==> src/rtl/uart_pkg.sv <==
// Shared definitions for the counter UART transmitter: FSM encoding and
// frame constants.
package uart_pkg;

  typedef enum logic [1:0] {
    ST_IDLE  = 2'd0,
    ST_START = 2'd1,
    ST_DATA  = 2'd2,
    ST_STOP  = 2'd3
  } uart_state_e;

  localparam logic UART_IDLE_LEVEL = 1'b1;
  localparam int   DATA_BITS       = 8;
  localparam int   BIT_IDX_W       = $clog2(DATA_BITS);

endpackage

==> src/rtl/uart_byte_fifo.sv <==
// Small synchronous FIFO. Pointers wrap modulo DEPTH; the fill level is kept
// in its own counter so full and empty never alias.
module uart_byte_fifo #(
  parameter  int WIDTH = 8,
  parameter  int DEPTH = 4,
  localparam int PTR_W = $clog2(DEPTH),
  localparam int LVL_W = $clog2(DEPTH) + 1
) (
  input  logic             clk,
  input  logic             rst_n,
  input  logic             push,
  input  logic             pop,
  input  logic [WIDTH-1:0] din,
  output logic [WIDTH-1:0] dout,
  output logic [LVL_W-1:0] level,
  output logic             full,
  output logic             empty
);

  logic [WIDTH-1:0] mem_q [DEPTH];
  logic [PTR_W-1:0] wr_ptr_q, wr_ptr_d;
  logic [PTR_W-1:0] rd_ptr_q, rd_ptr_d;
  logic [LVL_W-1:0] level_q, level_d;
  logic             do_push, do_pop;

  // A full FIFO refuses a push even when a pop happens on the same edge.
  assign full    = (level_q == LVL_W'(DEPTH));
  assign empty   = (level_q == '0);
  assign do_push = push & ~full;
  assign do_pop  = pop & ~empty;
  assign dout    = mem_q[rd_ptr_q];
  assign level   = level_q;

  // Pointer advance and level bookkeeping for the coming edge.
  always_comb begin
    wr_ptr_d = do_push ? wr_ptr_q + PTR_W'(1) : wr_ptr_q;
    rd_ptr_d = do_pop  ? rd_ptr_q + PTR_W'(1) : rd_ptr_q;
    level_d  = level_q;
    unique case ({do_push, do_pop})
      2'b10:   level_d = level_q + LVL_W'(1);
      2'b01:   level_d = level_q - LVL_W'(1);
      default: level_d = level_q;
    endcase
  end

  // Control state: pointers and level, cleared by reset.
  always_ff @(posedge clk or negedge rst_n) begin
    if (!rst_n) begin
      wr_ptr_q <= '0;
      rd_ptr_q <= '0;
      level_q  <= '0;
    end else begin
      wr_ptr_q <= wr_ptr_d;
      rd_ptr_q <= rd_ptr_d;
      level_q  <= level_d;
    end
  end

  // Storage array; contents are meaningless until written, so no reset.
  always_ff @(posedge clk) begin
    if (do_push) mem_q[wr_ptr_q] <= din;
  end

endmodule

==> src/rtl/counter_uart_tx.sv <==
// UART 8N1 transmitter fed from a byte FIFO. Bytes go out LSB first; frames
// queued in the FIFO are sent back to back with no idle bit between them.
module counter_uart_tx
  import uart_pkg::*;
#(
  parameter  int CLKS_PER_BIT = 87,
  parameter  int FIFO_DEPTH   = 4,
  localparam int LVL_W        = $clog2(FIFO_DEPTH) + 1
) (
  input  logic                 clk,
  input  logic                 rst_n,
  input  logic [DATA_BITS-1:0] in_data,
  input  logic                 in_valid,
  output logic                 in_ready,
  output logic                 tx,
  output logic                 busy,
  output logic [LVL_W-1:0]     fifo_level
);

  localparam int                BAUD_W      = $clog2(CLKS_PER_BIT);
  localparam logic [BAUD_W-1:0] BAUD_RELOAD = BAUD_W'(CLKS_PER_BIT - 1);

  uart_state_e            state_q, state_d;
  logic [BAUD_W-1:0]      baud_q, baud_d;
  logic [BIT_IDX_W-1:0]   bit_idx_q, bit_idx_d;
  logic [DATA_BITS-1:0]   shift_q, shift_d;
  logic                   tx_q, tx_d;

  logic                   fifo_push, fifo_pop;
  logic                   fifo_full, fifo_empty;
  logic [DATA_BITS-1:0]   fifo_dout;
  logic                   baud_done, last_bit;

  uart_byte_fifo #(
    .WIDTH (DATA_BITS),
    .DEPTH (FIFO_DEPTH)
  ) u_fifo (
    .clk   (clk),
    .rst_n (rst_n),
    .push  (fifo_push),
    .pop   (fifo_pop),
    .din   (in_data),
    .dout  (fifo_dout),
    .level (fifo_level),
    .full  (fifo_full),
    .empty (fifo_empty)
  );

  assign in_ready  = ~fifo_full;
  assign fifo_push = in_valid & in_ready;
  assign baud_done = (baud_q == '0);
  assign last_bit  = (bit_idx_q == BIT_IDX_W'(DATA_BITS - 1));
  assign tx        = tx_q;
  assign busy      = (state_q != ST_IDLE) | (fifo_level != '0);

  // FSM state register.
  always_ff @(posedge clk or negedge rst_n) begin
    if (!rst_n) state_q <= ST_IDLE;
    else        state_q <= state_d;
  end

  // Next-state selection; each bit period ends when the baud counter hits 0.
  always_comb begin
    state_d = state_q;
    unique case (state_q)
      ST_IDLE:  if (!fifo_empty)           state_d = ST_START;
      ST_START: if (baud_done)             state_d = ST_DATA;
      ST_DATA:  if (baud_done && last_bit) state_d = ST_STOP;
      ST_STOP:  if (baud_done)             state_d = fifo_empty ? ST_IDLE : ST_START;
      default:                             state_d = ST_IDLE;
    endcase
  end

  // Per-state outputs: FIFO pop, next line level, baud/bit counters, shifter.
  always_comb begin
    fifo_pop  = 1'b0;
    tx_d      = tx_q;
    baud_d    = baud_q;
    bit_idx_d = bit_idx_q;
    shift_d   = shift_q;
    unique case (state_q)
      ST_IDLE: begin
        if (!fifo_empty) begin
          fifo_pop = 1'b1;
          shift_d  = fifo_dout;
          tx_d     = 1'b0;
          baud_d   = BAUD_RELOAD;
        end
      end
      ST_START: begin
        if (baud_done) begin
          tx_d      = shift_q[0];
          shift_d   = shift_q >> 1;
          bit_idx_d = '0;
          baud_d    = BAUD_RELOAD;
        end else begin
          baud_d = baud_q - BAUD_W'(1);
        end
      end
      ST_DATA: begin
        if (baud_done) begin
          baud_d = BAUD_RELOAD;
          if (last_bit) begin
            tx_d = UART_IDLE_LEVEL;
          end else begin
            tx_d      = shift_q[0];
            shift_d   = shift_q >> 1;
            bit_idx_d = bit_idx_q + BIT_IDX_W'(1);
          end
        end else begin
          baud_d = baud_q - BAUD_W'(1);
        end
      end
      ST_STOP: begin
        if (baud_done) begin
          baud_d = BAUD_RELOAD;
          // Chain straight into the next start bit when more data is queued.
          if (!fifo_empty) begin
            fifo_pop = 1'b1;
            shift_d  = fifo_dout;
            tx_d     = 1'b0;
          end
        end else begin
          baud_d = baud_q - BAUD_W'(1);
        end
      end
      default: begin
        tx_d = UART_IDLE_LEVEL;
      end
    endcase
  end

  // Control registers: line level and counters, forced idle by reset.
  always_ff @(posedge clk or negedge rst_n) begin
    if (!rst_n) begin
      tx_q      <= UART_IDLE_LEVEL;
      baud_q    <= '0;
      bit_idx_q <= '0;
    end else begin
      tx_q      <= tx_d;
      baud_q    <= baud_d;
      bit_idx_q <= bit_idx_d;
    end
  end

  // Shift register holds payload only; it is always loaded before use.
  always_ff @(posedge clk) begin
    shift_q <= shift_d;
  end

endmodule

==> config.mk <==
export PLATFORM = sky130hd
export DESIGN_NAME = counter_uart_tx
export DESIGN_NICKNAME = d
export VERILOG_FILES = /design/src/rtl/uart_pkg.sv /design/src/rtl/uart_byte_fifo.sv /design/src/rtl/counter_uart_tx.sv
export SDC_FILE = /design/constraint.sdc
export NUM_CORES = 1
export LEC_CHECK = 0
export BUFFER_PORTS_ARGS = -buffer_cell sky130_fd_sc_hd__buf_2
export CAP_MARGIN = 20
export CORE_MARGIN = 5
export CORE_UTILIZATION = 45
export CTS_CLUSTER_SIZE = 14
export DETAILED_ROUTE_END_ITERATION = 16
export PLACE_DENSITY_LB_ADDON = 0.3
export SETUP_SLACK_MARGIN = 0.1
export SKIP_CTS_REPAIR_TIMING = 1
export SLEW_MARGIN = 20
export SYNTH_ARGS = -nofsm -noshare
export SYNTH_HDL_FRONTEND = slang
export SYNTH_SLANG_ARGS = --single-unit
export TNS_END_PERCENT = 5
==> constraint.sdc <==
create_clock -name clk -period 3.3 [get_ports clk]
set_clock_uncertainty 0.2 [all_clocks]
set_input_delay 0.66 -clock clk [delete_from_list [all_inputs] [get_ports clk]]
set_output_delay 0.66 -clock clk [all_outputs]
set_load 0.005 [all_outputs]
==> metrics.txt, run 1 <==
status=finished, final reports clean; Starting Density=46.60%; via count=1598; Post-Syn Area=2775 um^2; Place WS=543.0 ps; crit path DAT=2860 ps; cell with the largest stage delay on the worst path=dfrtp_1; count of input and output buffers=16; max_cap viols=0; die area=7838 um^2; post-route setup TNS=0 ps; Tot Pwr=3.061 mW; Power Density=968.8 nW/um^2; WL final=4.636 mm; Tmin final=2797 ps; largest net degree at the start of global routing=21; Die X=88.53 um; Area growth syn-to-layout=13.84%; FMAX=357.5 MHz; total core area=5956 um^2; vias per cell=5.344; largest cells by area after synthesis=edfxtp_1 43%, dfrtp_1 17%, mux4_2 6.5%; worst min path class=in -> async; initial antenna violation count=0; critical-path cell list=inv_1 -> ha_1 -> nor4b_1 -> a31oi_1 -> nor3_1 -> ha_1 -> inv_1 -> fa_1 -> xor2_1 -> nor2_1 -> xor2_1; CP top delay family=adder cells; Hold Fails Final Rpt=0; fraction of layout cells with a size suffix above 1=21.88%; CTS buffer count=9; crit path launch=baud_q[0]$_DFFE_PN0N_; most common cell in the synthesized netlist=edfxtp_1; Synth Register Bits=60; clk root buf=clkbuf_8; FILL cells=538; Lkg Pwr=1.236 nW; ANT cells=0; vias in the first global route=1645; clock latency on the worst-skew pair=340 ps; critical path class=reg -> reg; setup violators final=0; crit end category=flop; DR DRC count=0; Critical Path Max Stage Delay=390 ps; period utilization=84.76%; Peak VDD IR=478.8 uV; Critical Path RT=3370 ps; post-layout util=53.05%; CTS clk-pin slew, worst paths=70 ps; Die Y-Extent=88.53 um; wire per inst=15.51 um; Iteration-0 DRC Markers=91; Worst R2R Path Depth=11; Final nets=245; first-pass GRT wire length=8.010 mm; startpoint types=flop; Buf/Inv on CP=2; commonest cells in the netlist=40 x edfxtp_1, 19 x dfrtp_1, 15 x nand2_1; Worst Setup Slack, final=502.9 ps; sequential share of the synthesized area=61.36%; Post-synth EDFFs=40; Crit. path cell count=11; I/O pin count=17; Rows=28; number of routed nets with antenna violations=0; clk sinks=60; grt ovf=0; Worst setup endpoint=u_fifo.level[2]$_DFFE_PN0P_; Worst Hold Slack=68.26 ps; critical-path maximum fanout=3; post-synth cell types=44; GP Congestion=0.7278; worst reg2reg endpoint=u_fifo.level[2]$_DFFE_PN0P_; overall routing resource usage=13.88%; asr flop ratio synth=33.33%; worst-margin pin slew=622.6 ps; Max Root-Sink Buffers=2; CTS tree=done; Mapped Cells=195; Avg Inst Size Synth=14.23 um^2; Syn. warnings=0; reg-to-reg setup timing slack=500 ps; top cell type's share of synthesized area=43.28%; Slew Limit Fails=0; top_reg_cell synth=edfxtp_1; H-Tree Depth=3; Net Count, Synth=221; worst r2r src=baud_q[0]$_DFFE_PN0N_; Pre-antenna DRT Iters=4; Rel. slew slack=58.11%; post-DP HPWL=3.128 mm; RSZ-0062 raised after global routing=no; Yosys top cell by area=edfxtp_1
-- stage by stage --
stage               cell area, um^2  cells
floorplan                      2775    195
finish                         3159    299
global route                   3159    299
global placement               2943    283
detailed placement             2943    283
CTS                            3159    299
-- report_power, final --
| group | internal (mW) | leakage [nW] | switching (mW) |
|---|---|---|---|
| clock | 0.425 | 0.102 | 0.293 |
| sequential | 1.09 | 0.609 | 0.187 |
| combinational | 0.497 | 0.525 | 0.564 |
| total | 2.02 | 1.24 | 1.04 |
-- cells by family after synthesis --
family | Yosys count | share of synthesized area (%)
AOI/OAI and AO/OA | 28 | 7.304
xor gates and xnor gates | 10 | 3.156
adders and majority gates | 15 | 7.033
buffers and inverters | 17 | 2.389
DFF | 60 | 61.36
muxes | 11 | 7.664
and+or+nand+nor | 54 | 11.09
-- layer usage --
metal	routed length, um	track usage [%]
met3	210	4.935
met1	2161	17.15
met2	2194	21.89
met5	0	0
met4	69	6.456
-- registers in the layout, summed over array words and instances, names as in the netlist --
signal           flops
u_fifo.rd_ptr_q      2
bit_idx_q            3
u_fifo.mem_q        32
u_fifo.level         3
shift_q              8
tx                   1
baud_q               7
state_q              2
u_fifo.wr_ptr_q      2
-- cell usage in the layout (no fill, tap or decap), types with 8 or more instances in the layout --
cell,count
edfxtp_1,40
dfrtp_1,19
buf_2,16
nand2_1,15
ha_1,14
nor2_1,12
inv_1,11
clkbuf_8,9
mux4_2,8
a22o_1,8
-- how the worst min path moves through the flow --
stage | from | endpoint | slack, ps
2_1_floorplan | rst_n | baud_q[0]$_DFFE_PN0N_ | 160
5_1_grt | rst_n | baud_q[6]$_DFFE_PN0N_ | 100
3_3_place_gp | bit_idx_q[1]$_DFFE_PN0P_ | bit_idx_q[1]$_DFFE_PN0P_ | 330
4_1_cts | rst_n | baud_q[6]$_DFFE_PN0N_ | 70
3_5_place_dp | shift_q[2]$_DFFE_PP_ | shift_q[1]$_DFFE_PP_ | 340
6_report | rst_n | u_fifo.level[1]$_DFFE_PN0P_ | 70
-- area by class of cell --
| type | count | area (um^2) | share of cell area [%] |
|---|---|---|---|
| multi-input combinational | 118 | 1006 | 31.84 |
| clock inverter | 6 | 88.84 | 2.812 |
| inverter | 12 | 45.04 | 1.426 |
| tap | 75 | 93.84 | 2.970 |
| clock buffer | 10 | 127.6 | 4.040 |
| timing repair buffer | 18 | 95.09 | 3.010 |
| sequential | 60 | 1703 | 53.90 |
Power figures use the tool's default switching activity.
==> inputs of run 2 (changes only) <==
==> constraint.sdc (replaced) <==
create_clock -name clk -period 2.88 [get_ports clk]
set_clock_uncertainty 0.2 [all_clocks]
set_input_delay 0.576 -clock clk [delete_from_list [all_inputs] [get_ports clk]]
set_output_delay 0.576 -clock clk [all_outputs]
set_load 0.005 [all_outputs]
==> run 2 against run 1 <==
  * The flow now finishes with violations (hold timing)
  * Critical path depth unchanged
  * Clock power up 4.6%
  * Cell area barely moved
  * Register-to-register slack worse by 180 ps
  * Power up 13%
  * Combinational power rose by 17%
  * Largest cell class unchanged
==> metrics.txt, run 2 (synthesized netlist as in run 1, its figures left out) <==
status=finished, violations left (was finished, final reports clean); failing checks=hold timing; Tmin final=2553 ps (was 2797 ps); overall routing resource usage=13.67% (was 13.88%); GP Congestion=0.7850 (was 0.7278); Pre-antenna DRT Iters=4 (unchanged); Hold Fails Final Rpt=17 (was 0); number of routed nets with antenna violations=0 (unchanged); ANT cells=0 (unchanged); vias in the first global route=1648 (was 1645); Die X=88.53 um (unchanged); Iteration-0 DRC Markers=56 (was 91); crit end category=flop (unchanged); wire per inst=15.27 um (was 15.51 um); Critical Path Max Stage Delay=400 ps (was 390 ps); commonest non-fill, non-tap cell in the layout=edfxtp_1 (unchanged); Final nets=246 (was 245); initial antenna violation count=0 (unchanged); RSZ-0062 raised after global routing=no (unchanged); period utilization=88.64% (was 84.76%); FMAX=391.7 MHz (was 357.5 MHz); Slew Limit Fails=0 (unchanged); clock latency on the worst-skew pair=330 ps (was 340 ps); fraction of layout cells with a size suffix above 1=23.56% (was 21.88%); max_cap viols=0 (unchanged); Die Y-Extent=88.53 um (unchanged); crit path DAT=2610 ps (was 2860 ps); Max Root-Sink Buffers=2 (unchanged); CTS tree=done (unchanged); non-filler cells, final=300 (was 299); largest net degree at the start of global routing=21 (unchanged); clk sinks=60 (unchanged); critical-path maximum fanout=3 (unchanged); startpoint types=flop (unchanged); count of input and output buffers=16 (unchanged); cell with the largest stage delay on the worst path=dfrtp_1 (unchanged); I/O pin count=17 (unchanged); Lkg Pwr=1.237 nW (was 1.236 nW); Starting Density=46.60% (unchanged); worst-margin pin slew=635.4 ps (was 622.6 ps); critical-path cell list=inv_1 -> ha_1 -> nor4b_2 -> a31oi_1 -> nor3_2 -> ha_1 -> inv_1 -> fa_1 -> xor2_1 -> nor2_1 -> xor2_1 (was inv_1 -> ha_1 -> nor4b_1 -> a31oi_1 -> nor3_1 -> ha_1 -> inv_1 -> fa_1 -> xor2_1 -> nor2_1 -> xor2_1); Cells after DPL=284 (was 283); grt ovf=0 (unchanged); WL final=4.582 mm (was 4.636 mm); biggest regs=u_fifo.mem_q x32, shift_q x8, baud_q x7 (unchanged); largest register by flop count=u_fifo.mem_q (unchanged); Area growth syn-to-layout=13.93% (was 13.84%); setup violators final=0 (unchanged); critical path class=reg -> reg (unchanged); clk root buf=clkbuf_8 (unchanged); DR DRC count=0 (unchanged); CTS clk-pin slew, worst paths=70 ps (about the same); post-DP HPWL=3.120 mm (was 3.128 mm); Peak VDD IR=519.5 uV (was 478.8 uV); CTS buffer count=9 (unchanged); number of flip-flops under the largest register name=32 (unchanged); Rel. slew slack=57.25% (was 58.11%); post-route setup TNS=0 ps (unchanged); Critical Path RT=2940 ps (was 3370 ps); total core area=5956 um^2 (unchanged); worst min path class=in -> async (unchanged); H-Tree Depth=3 (unchanged); first-pass GRT wire length=7.886 mm (was 8.010 mm); via count=1586 (was 1598); vias per cell=5.287 (was 5.344); Power Density=1094 nW/um^2 (was 968.8 nW/um^2); Worst Hold Slack=-13.50 ps (was 68.26 ps); die area=7838 um^2 (unchanged); Rows=28 (unchanged); most frequent cells in the layout=40 x edfxtp_1, 19 x dfrtp_1, 16 x buf_2 (unchanged)
==> run 2: layer usage <==
layer / part of all wire (%) / GRT usage [%] / routed length (um) / vias to the layer above
li1: - / - / - / 785
met1: 46 / 17.11 / 2088 / 773
met2: 49 / 21.89 / 2227 / 21
met3: 3.8 / 3.911 / 173 / 7
met4: 2.0 / 6.593 / 91 / 0
met5: 0 / 0 / 0 / -
==> run 2: worst max-delay path, delay by kind of cell (launching register included) <==
family / cells / cell delay, ps
buf+inv: 2 / 160
compound gates: 1 / 160
fa+ha+maj: 3 / 740
flops: 1 / 400
simple gates: 3 / 520
xor+xnor: 2 / 290
==> run 2: final timing paths <==
| path | from | end | cells past startpoint | slack [ps] |
|---|---|---|---|---|
| max in group asynchronous | rst_n | tx$_DFFE_PN1P_ | 1 | 2150 |
| min reg2reg | bit_idx_q[1]$_DFFE_PN0P_ | bit_idx_q[1]$_DFFE_PN0P_ | 1 | 350 |
| max reg2reg | baud_q[0]$_DFFE_PN0N_ | u_fifo.level[2]$_DFFE_PN0P_ | 11 | 330 |
| max | baud_q[0]$_DFFE_PN0N_ | u_fifo.level[2]$_DFFE_PN0P_ | 11 | 330 |
| min in group clk | in_data[1] | u_fifo.mem_q[0][1]$_DFFE_PP_ | 1 | 250 |
| min | rst_n | baud_q[2]$_DFFE_PN0N_ | 1 | -10 |
==> run 2: area by class of cell <==
class | count | area [um^2]
Clock buffer | 9 | 123.9
Clock inverter | 7 | 76.32
Fill cell | 492 | 2794
Inverter | 12 | 45.04
Multi-Input combinational cell | 118 | 1017
Sequential cell | 60 | 1703
Tap cell | 75 | 93.84
Timing Repair Buffer | 19 | 102.6
==> run 2: power by group <==
part | switching, mW | internal (mW)
sequential | 0.217 | 1.25
combinational | 0.655 | 0.582
clock | 0.348 | 0.403
total | 1.22 | 2.24
==> run 2: metrics by stage <==
stage,worst slack (ps),total power [mW],utilization [%],hold slack [ps],cell area [um^2]
finish,327.0,3.459,53.09,-13.50,3162
global route,176.1,3.730,53.09,29.32,3162
CTS,111.0,3.498,52.90,-3.875,3151
detailed placement,158.3,2.731,49.54,334.5,2950
global placement,208.1,2.703,49.54,327.2,2950
floorplan,315.0,2.389,-,80.41,2775
==> inputs of run 3 (changes only) <==
==> constraint.sdc (replaced) <==
create_clock -name clk -period 3 [get_ports clk]
set_clock_uncertainty 0.2 [all_clocks]
set_input_delay 0.6 -clock clk [delete_from_list [all_inputs] [get_ports clk]]
set_output_delay 0.6 -clock clk [all_outputs]
set_load 0.005 [all_outputs]
==> run 3 against run 2 <==
  * Final cell count down 0.33%
  * The run now ends clean
  * Largest cell class unchanged
  * Non-clock buffer count fell by 1
  * Sequential share of layout area is 0.13 points higher
  * Critical endpoint unchanged
  * Highest routed layer unchanged
==> metrics.txt, run 3 (synthesized netlist as in run 1, its figures left out) <==
Iteration-0 DRC Markers=58 (was 56); Peak VDD IR=669.3 uV (was 519.5 uV); routing usage on met1=17.95% (was 17.11%); GR Layer Usage met2=21.48% (was 21.89%); grt peak-use layer=met2 (unchanged); Pre-antenna DRT Iters=4 (unchanged); clk sinks=60 (unchanged); number of flip-flops under the largest register name=32 (unchanged); max_cap viols=0 (unchanged); Tmin final=2647 ps (was 2553 ps); largest net degree at the start of global routing=21 (unchanged); largest register by flop count=u_fifo.mem_q (unchanged); wire per inst=15.75 um (was 15.27 um); Hold Fails Final Rpt=0 (was 17); commonest non-fill, non-tap cell in the layout=edfxtp_1 (unchanged); Power Density=1054 nW/um^2 (was 1094 nW/um^2); Critical Path RT=3070 ps (was 2940 ps); ANT cells=0 (unchanged); met3 GRT Util=5.400% (was 3.911%); via count=1585 (was 1586); Die Y-Extent=88.53 um (unchanged); Rows=28 (unchanged); grt ovf=0 (unchanged); clock latency on the worst-skew pair=340 ps (was 330 ps); die area=7838 um^2 (unchanged); Starting Density=46.60% (unchanged); most frequent cells in the layout=40 x edfxtp_1, 19 x dfrtp_1, 16 x buf_2 (unchanged); GP Congestion=0.7962 (was 0.7850); setup violators final=0 (unchanged); period utilization=88.24% (was 88.64%); count of input and output buffers=16 (unchanged); vias in the first global route=1621 (was 1648); Slew Limit Fails=0 (unchanged); post-layout util=52.96% (was 53.09%); FMAX=377.8 MHz (was 391.7 MHz); crit path DAT=2720 ps (was 2610 ps); Max Root-Sink Buffers=2 (unchanged); CTS clk-pin slew, worst paths=70 ps (about the same); RSZ-0062 raised after global routing=no (unchanged); fraction of layout cells with a size suffix above 1=23.21% (was 23.56%); first-pass GRT wire length=8.004 mm (was 7.886 mm); worst-margin pin slew=628.0 ps (was 635.4 ps); DR DRC count=0 (unchanged); CTS buffer count=9 (unchanged); post-DP HPWL=3.158 mm (was 3.120 mm); Lkg Pwr=1.232 nW (was 1.237 nW); overall routing resource usage=13.78% (was 13.67%); vias per cell=5.301 (was 5.287); I/O pin count=17 (unchanged); clk root buf=clkbuf_8 (unchanged); Worst Hold Slack=14.13 ps (was -13.50 ps); initial antenna violation count=0 (unchanged); total core area=5956 um^2 (unchanged); status=finished, final reports clean (was finished, violations left); biggest regs=u_fifo.mem_q x32, shift_q x8, baud_q x7 (unchanged); startpoint types=flop (unchanged); Tot Pwr=3.324 mW (was 3.459 mW); worst min path class=in -> async (unchanged); CTS tree=done (unchanged); FILL cells=514 (was 492); WL final=4.710 mm (was 4.582 mm); critical path class=reg -> reg (unchanged); Rel. slew slack=57.75% (was 57.25%); Area growth syn-to-layout=13.66% (was 13.93%); Final nets=245 (was 246); Worst R2R Path Depth=11 (unchanged); crit end category=flop (unchanged); Die X=88.53 um (unchanged); critical-path maximum fanout=3 (unchanged); post-route setup TNS=0 ps (unchanged); number of routed nets with antenna violations=0 (unchanged); H-Tree Depth=3 (unchanged)
## run 3: changes by cell type in the layout (fill, tap and decap cells not counted)
cell | before | now
buf_4 | 3 | 2
## run 3: metal layers
layer / vias up / share of wire [%]
met5: - / 0
met4: 0 / 0.91
met3: 5 / 4.0
met2: 18 / 49
met1: 779 / 46
li1: 783 / -
## run 3: layout make-up
type                       count  area, um^2  area share, %
clock inverter                 7       76.32          2.420
multi-input combinational    118        1017          32.25
inverter                      12       45.04          1.428
timing repair buffer          18       95.09          3.015
tap                           75       93.84          2.975
clock buffer                   9       123.9          3.927
sequential                    60        1703          53.99
## run 3: worst max-delay path, cell delays in order (launching register included)
cell and delay (ps):
dfrtp_1 400, inv_1 110, ha_1 170, nor4b_2 240, a31oi_1 180, nor3_2 220, ha_1 220, inv_1 60
fa_1 370, xor2_1 160, nor2_1 110, xor2_1 140
## run 3: through the flow
step | setup WS (ps) | area [um^2] | cells
2_1_floorplan | 435.0 | 2775 | 195
3_3_place_gp | 276.9 | 2943 | 283
3_5_place_dp | 183.3 | 2943 | 283
4_1_cts | 155.8 | 3143 | 299
5_1_grt | 112.4 | 3154 | 299
6_report | 352.9 | 3154 | 299
## run 3: path summary, 6_finish.rpt
path	startpoint	end	slack [ps]
worst max-delay path	baud_q[0]$_DFFE_PN0N_	u_fifo.level[2]$_DFFE_PN0P_	350
worst min-delay path	rst_n	baud_q[2]$_DFFE_PN0N_	10
worst max register to register	baud_q[0]$_DFFE_PN0N_	u_fifo.level[2]$_DFFE_PN0P_	350
worst min register to register	bit_idx_q[1]$_DFFE_PN0P_	bit_idx_q[1]$_DFFE_PN0P_	350
max in group asynchronous	rst_n	tx$_DFFE_PN1P_	2240
min in group clk	in_data[6]	u_fifo.mem_q[2][6]$_DFFE_PP_	280
## run 3: report_power, final
part           switching [mW]  internal, mW  total, mW  leakage (nW)
Sequential              0.206          1.20       1.41         0.609
Clock                   0.339         0.387      0.726        0.0958
Combinational           0.635         0.552       1.19         0.527
Total                    1.18          2.14       3.32          1.23
